===== src/rtl/pc_ir_unit_pkg.sv =====
// Opcode constants, branch funct3 encodings and branch-condition helper shared with the control FSM.
// Purely declarative; no state.
package pc_ir_unit_pkg;

   localparam logic [6:0] OP_RTYPE = 7'b0110011;
   localparam logic [6:0] OP_ITYPE = 7'b0010011;
   localparam logic [6:0] OP_LOAD  = 7'b0000011;
   localparam logic [6:0] OP_STYPE = 7'b0100011;
   localparam logic [6:0] OP_BTYPE = 7'b1100011;
   localparam logic [6:0] OP_JAL   = 7'b1101111;
   localparam logic [6:0] OP_JALR  = 7'b1100111;
   localparam logic [6:0] OP_LUI   = 7'b0110111;
   localparam logic [6:0] OP_AUIPC = 7'b0010111;

   typedef enum logic [2:0] {
      BEQ  = 3'b000,
      BNE  = 3'b001,
      BLT  = 3'b100,
      BGE  = 3'b101,
      BLTU = 3'b110,
      BGEU = 3'b111
   } branch_funct3_t;

   // funct3 values 010/011 are not branches and never take.
   function automatic logic branch_cond(input logic [2:0] f3, input logic zero,
                                        input logic lt, input logic ltu);
      logic c;
      case (f3)
         BEQ:     c = zero;
         BNE:     c = !zero;
         BLT:     c = lt;
         BGE:     c = !lt;
         BLTU:    c = ltu;
         BGEU:    c = !ltu;
         default: c = 1'b0;
      endcase
      return c;
   endfunction

endpackage


===== src/rtl/pc_ir_unit_if.sv =====
// Bundle between the control FSM/datapath (master) and the PC/IR unit (slave).
// Master drives strobes, result, ALU flags and memory read data; slave returns PC/IR state.
interface pc_ir_unit_if;
   logic        pc_update;
   logic        branch;
   logic        inst_en;
   logic [31:0] result;
   logic        alu_zero;
   logic        alu_lt;
   logic        alu_ltu;
   logic [31:0] mem_rd_data;

   logic [31:0] pc;
   logic [31:0] pc_old;
   logic [31:0] instr;
   logic [6:0]  opcode;
   logic [2:0]  funct3;
   logic [6:0]  funct7;
   logic [4:0]  rs1;
   logic [4:0]  rs2;
   logic [4:0]  rd;
   logic [31:0] imm;
   logic        taken;
   logic        misalign_err;
   logic [31:0] instret;

   modport master (
      output pc_update, branch, inst_en, result, alu_zero, alu_lt, alu_ltu, mem_rd_data,
      input  pc, pc_old, instr, opcode, funct3, funct7, rs1, rs2, rd, imm, taken,
             misalign_err, instret
   );

   modport slave (
      input  pc_update, branch, inst_en, result, alu_zero, alu_lt, alu_ltu, mem_rd_data,
      output pc, pc_old, instr, opcode, funct3, funct7, rs1, rs2, rd, imm, taken,
             misalign_err, instret
   );
endinterface


===== src/rtl/pc_ir_unit_imm_gen.sv =====
// RV32I immediate generator: sign-extended immediate selected by opcode.
// Purely combinational, zero latency.
module pc_ir_unit_imm_gen
   import pc_ir_unit_pkg::*;
(
   input  logic [31:0] instr_i,
   output logic [31:0] imm_o
);

   always_comb begin
      imm_o = '0;
      case (instr_i[6:0])
         OP_ITYPE, OP_LOAD, OP_JALR:
            imm_o = {{20{instr_i[31]}}, instr_i[31:20]};
         OP_STYPE:
            imm_o = {{20{instr_i[31]}}, instr_i[31:25], instr_i[11:7]};
         OP_BTYPE:
            imm_o = {{19{instr_i[31]}}, instr_i[31], instr_i[7], instr_i[30:25],
                     instr_i[11:8], 1'b0};
         OP_LUI, OP_AUIPC:
            imm_o = {instr_i[31:12], 12'b0};
         OP_JAL:
            imm_o = {{11{instr_i[31]}}, instr_i[31], instr_i[19:12], instr_i[20],
                     instr_i[30:21], 1'b0};
         default:
            imm_o = '0;
      endcase
   end

endmodule


===== src/rtl/pc_ir_unit.sv =====
// PC, PC_OLD, IR, branch evaluation and decode fields acting on the FSM's registered strobes.
// State updates in one cycle; instr bypasses memory data in the DECODE cycle (zero latency).
module pc_ir_unit
   import pc_ir_unit_pkg::*;
#(
   parameter logic [31:0] RESET_PC  = 32'h0000_0000,
   parameter logic [31:0] NOP_INSTR = 32'h0000_0013
) (
   input  logic         clk,
   input  logic         reset,
   pc_ir_unit_if.slave  bus
);

   logic [31:0] pc_q, pc_d;
   logic [31:0] pc_old_q, pc_old_d;
   logic [31:0] ir_q, ir_d;
   logic [31:0] instret_q, instret_d;
   logic        fetch_q, fetch_d;
   logic        taken_q, taken_d;
   logic        misalign_q, misalign_d;
   logic        pc_load;
   logic [31:0] instr;

   // Memory data is valid the cycle after the fetch address, before IR captures it.
   assign instr = fetch_q ? bus.mem_rd_data : ir_q;

   always_comb begin
      pc_d       = pc_q;
      pc_old_d   = pc_old_q;
      ir_d       = ir_q;
      instret_d  = instret_q;
      fetch_d    = bus.inst_en;
      taken_d    = taken_q;
      misalign_d = misalign_q;
      pc_load    = 1'b0;

      if (bus.pc_update) begin
         pc_load = 1'b1;
         if (bus.branch) taken_d = 1'b0;
      end else if (bus.branch) begin
         taken_d = branch_cond(instr[14:12], bus.alu_zero, bus.alu_lt, bus.alu_ltu);
         pc_load = taken_d;
      end

      if (pc_load) begin
         pc_d = bus.result & 32'hFFFF_FFFC;
         if (bus.result[1]) misalign_d = 1'b1;
      end

      if (bus.inst_en) begin
         pc_old_d  = pc_q;
         instret_d = instret_q + 32'd1;
      end

      if (fetch_q) ir_d = bus.mem_rd_data;
   end

   always_ff @(posedge clk or negedge reset) begin
      if (!reset) begin
         pc_q       <= RESET_PC;
         pc_old_q   <= RESET_PC;
         ir_q       <= NOP_INSTR;
         instret_q  <= '0;
         fetch_q    <= 1'b0;
         taken_q    <= 1'b0;
         misalign_q <= 1'b0;
      end else begin
         pc_q       <= pc_d;
         pc_old_q   <= pc_old_d;
         ir_q       <= ir_d;
         instret_q  <= instret_d;
         fetch_q    <= fetch_d;
         taken_q    <= taken_d;
         misalign_q <= misalign_d;
      end
   end

   pc_ir_unit_imm_gen u_imm_gen (
      .instr_i (instr),
      .imm_o   (bus.imm)
   );

   assign bus.pc           = pc_q;
   assign bus.pc_old       = pc_old_q;
   assign bus.instr        = instr;
   assign bus.opcode       = instr[6:0];
   assign bus.funct3       = instr[14:12];
   assign bus.funct7       = instr[31:25];
   assign bus.rs1          = instr[19:15];
   assign bus.rs2          = instr[24:20];
   assign bus.rd           = instr[11:7];
   assign bus.taken        = taken_q;
   assign bus.misalign_err = misalign_q;
   assign bus.instret      = instret_q;

endmodule


===== src/flat_wrapper.sv =====
// flat-port wrapper written by rule: the top's interface ports become plain ports
module pc_ir_unit_flat import pc_ir_unit_pkg::*;
#(
   parameter logic [31:0] RESET_PC  = 32'h0000_0000,
   parameter logic [31:0] NOP_INSTR = 32'h0000_0013
)
  (clk, reset, bus_pc_update, bus_branch, bus_inst_en, bus_result, bus_alu_zero, bus_alu_lt, bus_alu_ltu, bus_mem_rd_data, bus_pc, bus_pc_old, bus_instr, bus_opcode, bus_funct3, bus_funct7, bus_rs1, bus_rs2, bus_rd, bus_imm, bus_taken, bus_misalign_err, bus_instret);
  pc_ir_unit_if bus_i ();
  input  logic clk;
  input  logic reset;
  input wire logic [$bits(bus_i.pc_update)-1:0] bus_pc_update;
  input wire logic [$bits(bus_i.branch)-1:0] bus_branch;
  input wire logic [$bits(bus_i.inst_en)-1:0] bus_inst_en;
  input wire logic [$bits(bus_i.result)-1:0] bus_result;
  input wire logic [$bits(bus_i.alu_zero)-1:0] bus_alu_zero;
  input wire logic [$bits(bus_i.alu_lt)-1:0] bus_alu_lt;
  input wire logic [$bits(bus_i.alu_ltu)-1:0] bus_alu_ltu;
  input wire logic [$bits(bus_i.mem_rd_data)-1:0] bus_mem_rd_data;
  output wire logic [$bits(bus_i.pc)-1:0] bus_pc;
  output wire logic [$bits(bus_i.pc_old)-1:0] bus_pc_old;
  output wire logic [$bits(bus_i.instr)-1:0] bus_instr;
  output wire logic [$bits(bus_i.opcode)-1:0] bus_opcode;
  output wire logic [$bits(bus_i.funct3)-1:0] bus_funct3;
  output wire logic [$bits(bus_i.funct7)-1:0] bus_funct7;
  output wire logic [$bits(bus_i.rs1)-1:0] bus_rs1;
  output wire logic [$bits(bus_i.rs2)-1:0] bus_rs2;
  output wire logic [$bits(bus_i.rd)-1:0] bus_rd;
  output wire logic [$bits(bus_i.imm)-1:0] bus_imm;
  output wire logic [$bits(bus_i.taken)-1:0] bus_taken;
  output wire logic [$bits(bus_i.misalign_err)-1:0] bus_misalign_err;
  output wire logic [$bits(bus_i.instret)-1:0] bus_instret;
  assign bus_i.pc_update = bus_pc_update;
  assign bus_i.branch = bus_branch;
  assign bus_i.inst_en = bus_inst_en;
  assign bus_i.result = bus_result;
  assign bus_i.alu_zero = bus_alu_zero;
  assign bus_i.alu_lt = bus_alu_lt;
  assign bus_i.alu_ltu = bus_alu_ltu;
  assign bus_i.mem_rd_data = bus_mem_rd_data;
  assign bus_pc = bus_i.pc;
  assign bus_pc_old = bus_i.pc_old;
  assign bus_instr = bus_i.instr;
  assign bus_opcode = bus_i.opcode;
  assign bus_funct3 = bus_i.funct3;
  assign bus_funct7 = bus_i.funct7;
  assign bus_rs1 = bus_i.rs1;
  assign bus_rs2 = bus_i.rs2;
  assign bus_rd = bus_i.rd;
  assign bus_imm = bus_i.imm;
  assign bus_taken = bus_i.taken;
  assign bus_misalign_err = bus_i.misalign_err;
  assign bus_instret = bus_i.instret;
  pc_ir_unit #(.RESET_PC(RESET_PC), .NOP_INSTR(NOP_INSTR)) u_core (.clk(clk), .reset(reset), .bus(bus_i));
endmodule

===== config.mk =====
export PLATFORM = sky130hd
export DESIGN_NAME = pc_ir_unit_flat
export DESIGN_NICKNAME = d
export VERILOG_FILES = /design/src/rtl/pc_ir_unit_pkg.sv /design/src/rtl/pc_ir_unit_if.sv /design/src/rtl/pc_ir_unit_imm_gen.sv /design/src/rtl/pc_ir_unit.sv /design/src/flat_wrapper.sv
export SDC_FILE = /design/constraint.sdc
export NUM_CORES = 1
export LEC_CHECK = 0
export CAP_MARGIN = 40
export CORE_MARGIN = 1
export CORE_UTILIZATION = 45
export DETAILED_ROUTE_END_ITERATION = 8
export GPL_TIMING_DRIVEN = 0
export PLACE_DENSITY = 0.86
export SLEW_MARGIN = 20
export SYNTH_ARGS = -nofsm -noshare
export SYNTH_HDL_FRONTEND = slang
export SYNTH_HIERARCHICAL = 1
export SYNTH_SLANG_ARGS = --single-unit

===== constraint.sdc =====
create_clock -name clk -period 6.44 [get_ports clk]
set_input_delay 0.644 -clock clk [delete_from_list [all_inputs] [get_ports clk]]
set_output_delay 0.644 -clock clk [all_outputs]
set_load 0.005 [all_outputs]

==> run_results.csv, run 1 <==
group,metric,value,unit
yosys,ys.flop_type,"dfrtp_1",
critical_path,critPathArrivalTime,3.41,ns
finish,n_antenna_cell,0,
critical_path,endpoint,"bus_imm[22]",
finish,drive_above_1_share,25.6,%
critical_path,cp_top_family,"buffers and inverters",
flow_run,cap_viol_max_count,0,
floorplanning,dieArea,13600,sq um
global_routing,grt_pass1_vias,4832,
floorplanning,coreArea,12700,sq um
critical_path,cpPeakStageDelay,0.56,ns
yosys,async_flop_share,100,%
pwr,power_density,287,nW/um^2
cts,htree_levels,4,
placed_design,hpwl,12600,um
global_routing,grt_max_degree,67,
critical_path,crit_required,5.80,ns
floorplanning,start_util,46.6,%
cts,clk_pin_slew,0.06,ns
timing,fmax,0.247,GHz
cts,cts_buffers,17,
cts,clockBufferDepth,2,
yosys,ys_seq_area_share,53.7,%
detailed_routing,drc,0,
yosys,synth.avg_cell_area,13.1,sq um
critical_path,rrSetupSlack,4.23,ns
yosys,yosys-top-cells-area,"dfrtp_1 (52%), mux2_2 (12%), mux2_4 (7.3%)",
critical_path,path_buf_inv,5,
yosys,ys_top_cells_by_count,"dfrtp_1 (124), mux2_2 (62), buf_4 (37)",
cts,post_cts_resized,0,
yosys,netlist_area,5930,sq um
yosys,yosys.area.top_type,"dfrtp_1",
pwr,total_power,2710,uW
placed_design,gp_congestion,0.922,
timing,whs,0.214,ns
yosys,syn_inst,454,
detailed_routing,wl_per_cell,18.4,um
detailed_routing,vias_per_cell,5.12,
critical_path,cp-startpoint,"u_core/fetch_q",
pwr,leakagePower,0.00406,uW
yosys,ys_ff_latch,127,
global_routing,antenna_found_initial,0,
detailed_routing,antenna_left,0,
critical_path,crit_chain,"buf_6, clkbuf_1, mux2_2, buf_2, mux2i_1, a2bb2oi_2, buf_2, o21ai_0, clkdlybuf4s50_1",
placed_design,place_area,8790,sq um
placed_design,io_buffers,260,
timing,drv_slew,0,
timing,hold_viol,0,
detailed_routing,drt_iter0_drc,244,
critical_path,r2r_start,"u_core/bus.instret[0]",
timing,relSlewSlack,60.1,%
timing,period_minus_slack,4.05,ns
global_routing,overflow,0,
detailed_routing,first_pass_iters,5,
critical_path,critPathLaunchType,"flip-flop",
critical_path,rr_worst_depth,6,
pwr,vdd_ir_drop_max,0.161,mV
yosys,synth_most_common_cell,"dfrtp_1",
critical_path,cp.depth,9,
critical_path,crit_path_end_kind,"output pin",
yosys,yosysWarnings,6,
critical_path,criticalPathCategory,"reg2out",
cts,root_buffer,"clkbuf_16",
finish,fin_cells,922,
timing,setup-violations-final,0,
timing,rsz0062_at_grt,"false",
yosys,synth_edf_count,0,
timing,tns,0,ns
yosys,synth.distinct_cells,52,
worst_hold_path,hold_path.class,"in2async",
detailed_routing,vias,4719,
detailed_routing,routed_wl,17000,um
finish,fin_nets,810,
floorplanning,die_x,117,um
floorplanning,boundaryPins,266,
status,status,"complete, no violations",
critical_path,cpMostUsedCell,"buf_2",
yosys,synth_top_area_share,52.3,%
timing,worstMarginPinSlew,0.598,ns
global_routing,grt_pass1_wl,25200,um
global_routing,grtUsageTotal,24.9,%
timing,fin_crit_sh,62.9,%
critical_path,crit_fanout,10,
cts,cts_tree,"yes",
finish,area.growth.synth_to_final,59.0,%
critical_path,slowest_stage,"clkdlybuf4s50_1",
finish,final_area,9430,sq um
critical_path,reg2reg_to,"u_core/bus.instret[22]",
timing,skew,0.00730,ns
cts,clk_latency,0.41,ns
finish,nFillCells,843,
cts,hold_buffers,0,
cts,clock_sinks,127,
floorplanning,fp-row-count,41,
placed_design,dp.cells,890,
cts,post-cts-setup-buffers,0,
floorplanning,die_height,117,um
-- cell families after synthesis --
| family | Yosys count | share of synthesized area (%) |
|---|---|---|
| DFF | 127 | 53.7 |
| buffers and inverters | 62 | 7.01 |
| adders and majority gates | 1 | 0.211 |
| and+or+nand+nor | 95 | 9.01 |
| other | 1 | 0.0632 |
| AOI/OAI and AO/OA | 40 | 5.40 |
| muxes | 94 | 19.6 |
| xor gates and xnor gates | 34 | 5.02 |
-- registers in the layout, indices dropped and copies added (netlist names) --
name                     count
u_core/bus.misalign_err      1
u_core/bus.instret          32
u_core/bus.pc_old           30
u_core/bus.taken             1
u_core/bus.pc               30
u_core/ir_q                 32
u_core/fetch_q               1
-- metal layers --
layer / wire (um) / part of all wire [%] / vias up / GRT usage [%]
met5: 0 / 0 / - / 0
met2: 8980 / 53 / 246 / 45.5
met3: 1580 / 9.3 / 32 / 9.32
met1: 6090 / 36 / 2323 / 26.0
li1: - / - / 2118 / -
met4: 301 / 1.8 / 0 / 9.11
-- worst reg2reg max path: stages, from the launching register on --
cell and delay, ns:
dfrtp_1 0.43, ha_1 0.21, nand4_1 0.23, or2_2 0.42, nor3_1 0.47, nand3_1 0.19
xnor2_1 0.15
-- power by group --
group / switching [uW] / internal (uW)
clock: 353 / 671
sequential: 87.9 / 915
combinational: 236 / 443
total: 677 / 2030
-- cell type report --
type | count | area (sq um) | share of cell area, %
Sequential cell | 127 | 3180 | 33.8
Timing Repair Buffer | 261 | 2630 | 27.9
Multi-Input combinational cell | 268 | 2340 | 24.9
Clock buffer | 20 | 457 | 4.84
Buffer | 56 | 393 | 4.17
Tap cell | 172 | 215 | 2.28
Clock inverter | 12 | 183 | 1.94
Inverter | 6 | 22.5 | 0.239
-- through the flow --
step	setup WS (ns)	utilization [%]
after floorplan	3.70	-
after global routing	2.27	74.1
after global placement	0.0265	68.8
after CTS	2.42	74.1
final	2.39	74.1
after detailed placement	2.78	69.1
-- worst min-delay path by stage --
stage                            startpoint                       to  slack [ns]
finish                                reset   u_core/bus.instret[15]        0.21
global route                          reset   u_core/bus.instret[15]        0.25
CTS                                   reset   u_core/bus.instret[15]        0.22
detailed placement  u_core/bus.misalign_err  u_core/bus.misalign_err        0.47
global placement    u_core/bus.misalign_err  u_core/bus.misalign_err        0.47
floorplan                             reset    u_core/bus.instret[0]        0.35
-- cells in the final DEF, fill, tap and decap left out, types with 3 or more instances in the layout --
cell type,n
buf_1,3
clkinvlp_4,3
xor2_1,10
clkbuf_16,17
nand3_1,19
buf_4,37
clkbuf_1,7
dfstp_2,3
nand4_1,7
nand2_1,21
clkdlybuf4s50_1,259
a22o_1,4
dfrtp_1,124
buf_2,5
o21ai_0,13
xnor2_1,24
conb_1,4
nand2b_1,4
nor2b_1,4
mux2i_1,3
bufinv_16,4
and3_1,9
nor2_1,10
a21o_2,8
inv_1,6
and4_1,3
and2b_1,3
buf_6,6
mux2_4,29
mux2_2,62
Note: power is estimated with default switching activity, not from simulation.
==> run 2, diff against run 1 <==
--- a/config.mk
+++ b/config.mk
@@ -7,10 +7,10 @@
 export LEC_CHECK = 0
 export CAP_MARGIN = 40
 export CORE_MARGIN = 1
-export CORE_UTILIZATION = 45
+export CORE_UTILIZATION = 42
 export DETAILED_ROUTE_END_ITERATION = 8
 export GPL_TIMING_DRIVEN = 0
-export PLACE_DENSITY = 0.86
+export PLACE_DENSITY = 0.81
 export SLEW_MARGIN = 20
 export SYNTH_ARGS = -nofsm -noshare
 export SYNTH_HDL_FRONTEND = slang
==> constraint.sdc (replaced) <==
create_clock -name clk -period 4 [get_ports clk]
set_input_delay 0.4 -clock clk [delete_from_list [all_inputs] [get_ports clk]]
set_output_delay 0.4 -clock clk [all_outputs]
set_load 0.005 [all_outputs]
==> run_results.csv, run 2 (same netlist as run 1, synthesis figures left out) <==
group,metric,value,unit
critical_path,rr_worst_depth,6,
placed_design,gp_congestion,0.900,
pwr,switchingPower,1070,uW
critical_path,crit_required,3.60,ns
detailed_routing,drc,0,
timing,period_minus_slack,3.78,ns
critical_path,slowest_stage,"clkdlybuf4s50_1",
timing,setup-violations-final,0,
placed_design,hpwl,12200,um
detailed_routing,drt_iter0_drc,263,
detailed_routing,antenna_left,0,
finish,n_antenna_cell,0,
worst_hold_path,hold_depth,1,
floorplanning,boundaryPins,266,
critical_path,criticalPathCategory,"reg2out",
critical_path,crit_path_end_kind,"output pin",
finish,fin_nets,811,
cts,cts_buffers,17,
detailed_routing,wl_per_cell,17.6,um
timing,rsz0062_at_grt,"false",
cts,clk_latency,0.41,ns
timing,skew,0.00828,ns
worst_hold_path,hold_path.class,"in2reg",
floorplanning,die_x,121,um
cts,clock_sinks,127,
timing,hold_viol,0,
timing,relSlewSlack,58.3,%
critical_path,critPathLaunchType,"flip-flop",
placed_design,place_area,8800,sq um
critical_path,reg2reg_to,"u_core/bus.instret[22]",
finish,drive_above_1_share,25.7,%
pwr,power_density,454,nW/um^2
detailed_routing,first_pass_iters,4,
critical_path,path_buf_inv,5,
floorplanning,fp-row-count,43,
timing,drv_slew,0,
floorplanning,coreArea,13800,sq um
finish,multi_input_area,2340,sq um
global_routing,grt_max_degree,75,
pwr,combPwrFrac,25.3,%
critical_path,cpMostUsedCell,"buf_2",
floorplanning,die_height,121,um
pwr,swShare,25.1,%
critical_path,rrSetupSlack,1.79,ns
cts,clockBufferDepth,2,
finish,area.growth.synth_to_final,58.9,%
flow_run,cap_viol_max_count,0,
cts,clk_pin_slew,0.05,ns
timing,fmax,0.264,GHz
worst_hold_path,holdPathEnd,"u_core/fetch_q",
floorplanning,dieArea,14600,sq um
placed_design,dp.cells,898,
finish,mostFrequentLayoutCell,"clkdlybuf4s50_1",
finish,final_cell_mix,"clkdlybuf4s50_1 (259), dfrtp_1 (124), mux2_2 (62)",
finish,fin_cells,931,
pwr,power_frac_seq,37.7,%
global_routing,grt_pass1_wl,25600,um
critical_path,r2r_start,"u_core/bus.instret[0]",
worst_hold_path,hold_start,"bus_inst_en",
global_routing,grtUsageTotal,23.1,%
pwr,power_frac_clock,37.0,%
critical_path,cpPeakStageDelay,0.55,ns
finish,nFillCells,933,
cts,root_buffer,"clkbuf_16",
floorplanning,start_util,42.9,%
critical_path,critPathArrivalTime,3.38,ns
detailed_routing,vias,4648,
detailed_routing,routed_wl,16400,um
critical_path,crit_chain,"buf_6, clkbuf_1, mux2_2, buf_2, mux2i_1, a2bb2oi_2, buf_2, o21ai_0, clkdlybuf4s50_1",
finish,regArea,3180,sq um
cts,htree_levels,4,
cts,cts_tree,"yes",
pwr,p_int,3200,uW
critical_path,cp_top_family,"buffers and inverters",
status,status,"complete, no violations",
timing,fin_crit_sh,94.5,%
detailed_routing,vias_per_cell,4.99,
pwr,vdd_ir_drop_max,0.257,mV
placed_design,io_buffers,260,
critical_path,crit_fanout,10,
global_routing,overflow,0,
finish,final_area,9420,sq um
cts,post_cts_resized,0,
timing,worstMarginPinSlew,0.626,ns
global_routing,grt_pass1_vias,4878,
global_routing,antenna_found_initial,0,
pwr,leakagePower,0.00406,uW
run 2: cell count changes in the layout (fill, tap and decap cells not counted):
cell,before,now
dlygate4sd3_1,0,1
clkbuf_1,7,6
clkinv_2,1,4
clkinvlp_4,3,2
bufinv_16,4,3
run 2: how the worst max path moves through the flow:
stage | cells after the start | start | end | slack, ns
after floorplan | 7 | u_core/fetch_q | bus_imm[31] | 1.50
after global placement | 1 | reset | u_core/ir_q[30] | -2.20
after detailed placement | 8 | u_core/fetch_q | bus_imm[16] | 0.65
after CTS | 9 | u_core/fetch_q | bus_imm[20] | 0.20
after global routing | 9 | u_core/fetch_q | bus_imm[27] | 0.009
final | 9 | u_core/fetch_q | bus_imm[27] | 0.22
run 2: metal layers:
metal  wire [um]  vias to the layer above  global-route usage (%)
met5           0                        -                       0
li1            -                     2109                       -
met4         340                        0                    8.33
met2        8310                      213                    39.8
met3        1270                       28                    8.63
met1        6430                     2298                    26.1
run 2: layout make-up:
type                            instances  area share, %
Multi-Input combinational cell        268           24.9
Timing Repair Buffer                  262           28.0
Clock buffer                           19           4.81
Tap cell                              180           2.39
Sequential cell                       127           33.8
Inverter                                6          0.239
Clock inverter                         13           1.70
Buffer                                 56           4.17
run 2: through the flow:
| step | util, % | setup TNS, ns | setup WS, ns | hold slack [ns] | total power, uW |
|---|---|---|---|---|---|
| finish | 68.1 | 0 | 0.219 | 0.461 | 4270 |
| global route | 68.1 | 0 | 0.00937 | 0.455 | 4470 |
| detailed placement | 63.6 | 0 | 0.646 | 0.399 | 2720 |
| CTS | 68.1 | 0 | 0.204 | 0.437 | 4320 |
| floorplan | - | 0 | 1.50 | 0.104 | 2040 |
| global placement | 63.4 | -273.26 | -2.20 | 0.463 | 2680 |
run 2: power by group through the flow:
stage	Sequential, uW	Clock (uW)	Combinational, uW
6_report	1610	1580	1080
5_1_grt	1640	1680	1160
4_1_cts	1610	1620	1090
3_5_place_dp	1630	0	1080
3_3_place_gp	1620	0	1060
2_1_floorplan	1620	0	426
run 2: what timing repair did:
| item | CTS | global route |
|---|---|---|
| hold buffers | 1 | 0 |
| endpoints found under the hold margin | 50 | 0 |
| buffers inserted | 0 | 0 |
==> run 3, diff against run 2 <==
--- a/config.mk
+++ b/config.mk
@@ -11,7 +11,8 @@
 export DETAILED_ROUTE_END_ITERATION = 8
 export GPL_TIMING_DRIVEN = 0
 export PLACE_DENSITY = 0.81
-export SLEW_MARGIN = 20
+export REMOVE_ABC_BUFFERS = 1
+export SLEW_MARGIN = 10
 export SYNTH_ARGS = -nofsm -noshare
 export SYNTH_HDL_FRONTEND = slang
 export SYNTH_HIERARCHICAL = 1
==> run_results.csv, run 3 (same netlist as run 1, synthesis figures left out) <==
group,metric,value,unit
critical_path,reg2reg_to,"u_core/bus.pc[10]",
worst_hold_path,hold_path.class,"reg2reg",
placed_design,pre_cts_ws,0.564,ns
timing,drv_slew,0,
timing,worst_slack,0.260,ns
timing,hold_viol,0,
pwr,combPwrFrac,23.2,%
cts,root_buffer,"clkbuf_16",
finish,multi_input_area,2340,sq um
critical_path,crit_fanout,33,
critical_path,critPathLaunchType,"flip-flop",
flow_run,cap_viol_max_count,0,
placed_design,dp.cells,844,
critical_path,criticalPathCategory,"reg2out",
cts,post-cts-setup-buffers,0,
pwr,switchingPower,1060,uW
cts,cts_buffers,17,
worst_hold_path,hold_start,"u_core/bus.misalign_err",
cts,clockBufferDepth,2,
detailed_routing,top_layer,"met4",
detailed_routing,antenna_left,0,
pwr,power_density,478,nW/um^2
status,status,"complete, no violations",
floorplanning,dieArea,14600,sq um
worst_hold_path,hold_depth,1,
detailed_routing,wl_met3,991,um
detailed_routing,drc,0,
timing,skew,0.00519,ns
timing,period_minus_slack,3.74,ns
cts,cts_tree,"yes",
cts,clk_latency,0.41,ns
cts,htree_levels,4,
global_routing,grt_pass1_vias,4414,
finish,mostFrequentLayoutCell,"clkdlybuf4s50_1",
finish,fin_cells,877,
cts,clock_sinks,127,
timing,worstMarginPinSlew,0.877,ns
detailed_routing,drt_iter0_drc,185,
critical_path,rrSetupSlack,1.02,ns
floorplanning,die_height,121,um
critical_path,rr_worst_depth,7,
critical_path,cpPeakStageDelay,0.72,ns
critical_path,crit_path_end_kind,"output pin",
detailed_routing,met1_length,5910,um
timing,fmax,0.267,GHz
placed_design,place_area,8430,sq um
critical_path,crit_chain,"mux2_2, and3b_1, and4_1, a21o_2, clkdlybuf4s50_1",
critical_path,r2r_start,"u_core/fetch_q",
placed_design,gp_congestion,0.794,
placed_design,io_buffers,260,
floorplanning,start_util,42.9,%
detailed_routing,met2_length,7700,um
placed_design,hpwl,10700,um
floorplanning,coreArea,13800,sq um
critical_path,slowest_stage,"dfrtp_4",
critical_path,crit_required,3.60,ns
finish,final_cell_mix,"clkdlybuf4s50_1 (258), dfrtp_1 (123), mux2_2 (62)",
finish,fin_nets,757,
timing,rsz0062_at_grt,"false",
global_routing,antenna_found_initial,0,
pwr,swShare,24.3,%
detailed_routing,vias_per_cell,5.00,
detailed_routing,first_pass_iters,4,
finish,regArea,3190,sq um
pwr,leakagePower,0.00386,uW
floorplanning,fp-row-count,43,
global_routing,overflow,0,
pwr,p_int,3300,uW
timing,tns,0,ns
detailed_routing,vias,4387,
floorplanning,die_x,121,um
cts,clk_pin_slew,0.06,ns
pwr,power_frac_seq,37.1,%
critical_path,critPathArrivalTime,3.34,ns
global_routing,grt_pass1_wl,23200,um
global_routing,grtUsageTotal,20.8,%
finish,n_antenna_cell,0,
pwr,vdd_ir_drop_max,0.318,mV
detailed_routing,wl_per_cell,17.0,um
floorplanning,boundaryPins,266,
finish,area.growth.synth_to_final,53.7,%
timing,relSlewSlack,41.5,%
finish,final_area,9120,sq um
finish,nFillCells,970,
worst_hold_path,holdPathEnd,"u_core/bus.misalign_err",
pwr,power_frac_clock,39.7,%
timing,fin_crit_sh,93.5,%
detailed_routing,routed_wl,14900,um
global_routing,grt_max_degree,65,
finish,drive_above_1_share,21.5,%
timing,setup-violations-final,0,
run 3: changes by cell type in the layout (fill, tap and decap cells not counted), sizes merged:
cell,delta
buf,-47
clkbuf,-5
bufinv,+2
clkdlybuf4s50,-1
clkinv,-1
clkinvlp,-1
inv,-1
run 3: power groups by stage:
stage               Clock, uW  Combinational [uW]  Sequential [uW]
finish                   1730                1010             1610
global route             1820                1080             1640
floorplan                   0                 357             1620
detailed placement          0                1020             1630
CTS                      1760                1030             1620
global placement            0                 991             1620
run 3: worst max path at each step:
stage                                    to            from  slack [ns]  depth (start not counted)
after floorplan           u_core/bus.pc[31]  u_core/fetch_q        0.54                          5
after global placement     u_core/bus.pc[2]           reset       -2.29                          1
after detailed placement        bus_imm[18]  u_core/fetch_q        0.56                          5
after CTS                       bus_imm[18]  u_core/fetch_q        0.09                          5
after global routing            bus_imm[13]  u_core/fetch_q        0.08                          5
final                           bus_imm[18]  u_core/fetch_q        0.26                          5
run 3: what timing repair did:
item	4_1_cts	5_1_grt
hold buffers	1	0
resized for setup	0	1
endpoints found under the hold margin	63	0
setup endpoints to repair	0	8
run 3: layer usage:
metal  GRT usage [%]  up-vias
li1                -     2007
met1            23.9     2187
met2            36.5      171
met3            6.27       22
met4            7.79        0
met5               0        -
run 3: cell type report:
cell class                 instances  area share [%]
sequential                       127            34.9
timing repair buffer             264            29.2
multi-input combinational        268            25.7
clock buffer                      20            5.12
tap                              180            2.47
clock inverter                    12            2.26
inverter                           6           0.247
run 3: per-stage QoR:
step / power (uW) / util, % / hold slack (ns)
floorplan: 1980 / - / 0.104
global placement: 2610 / 60.6 / 0.464
detailed placement: 2650 / 61.0 / 0.417
CTS: 4400 / 65.9 / 0.486
global route: 4540 / 65.9 / 0.492
finish: 4350 / 65.9 / 0.484
run 3: critical path: cells and delay by family (launching register included):
family	cells	cell delay, ns
buffers and inverters	1	0.49
multiplexers	1	0.47
AO/OA/AOI/OAI	1	0.15
AND/OR/NAND/NOR	2	1.08
flip-flops	1	0.72
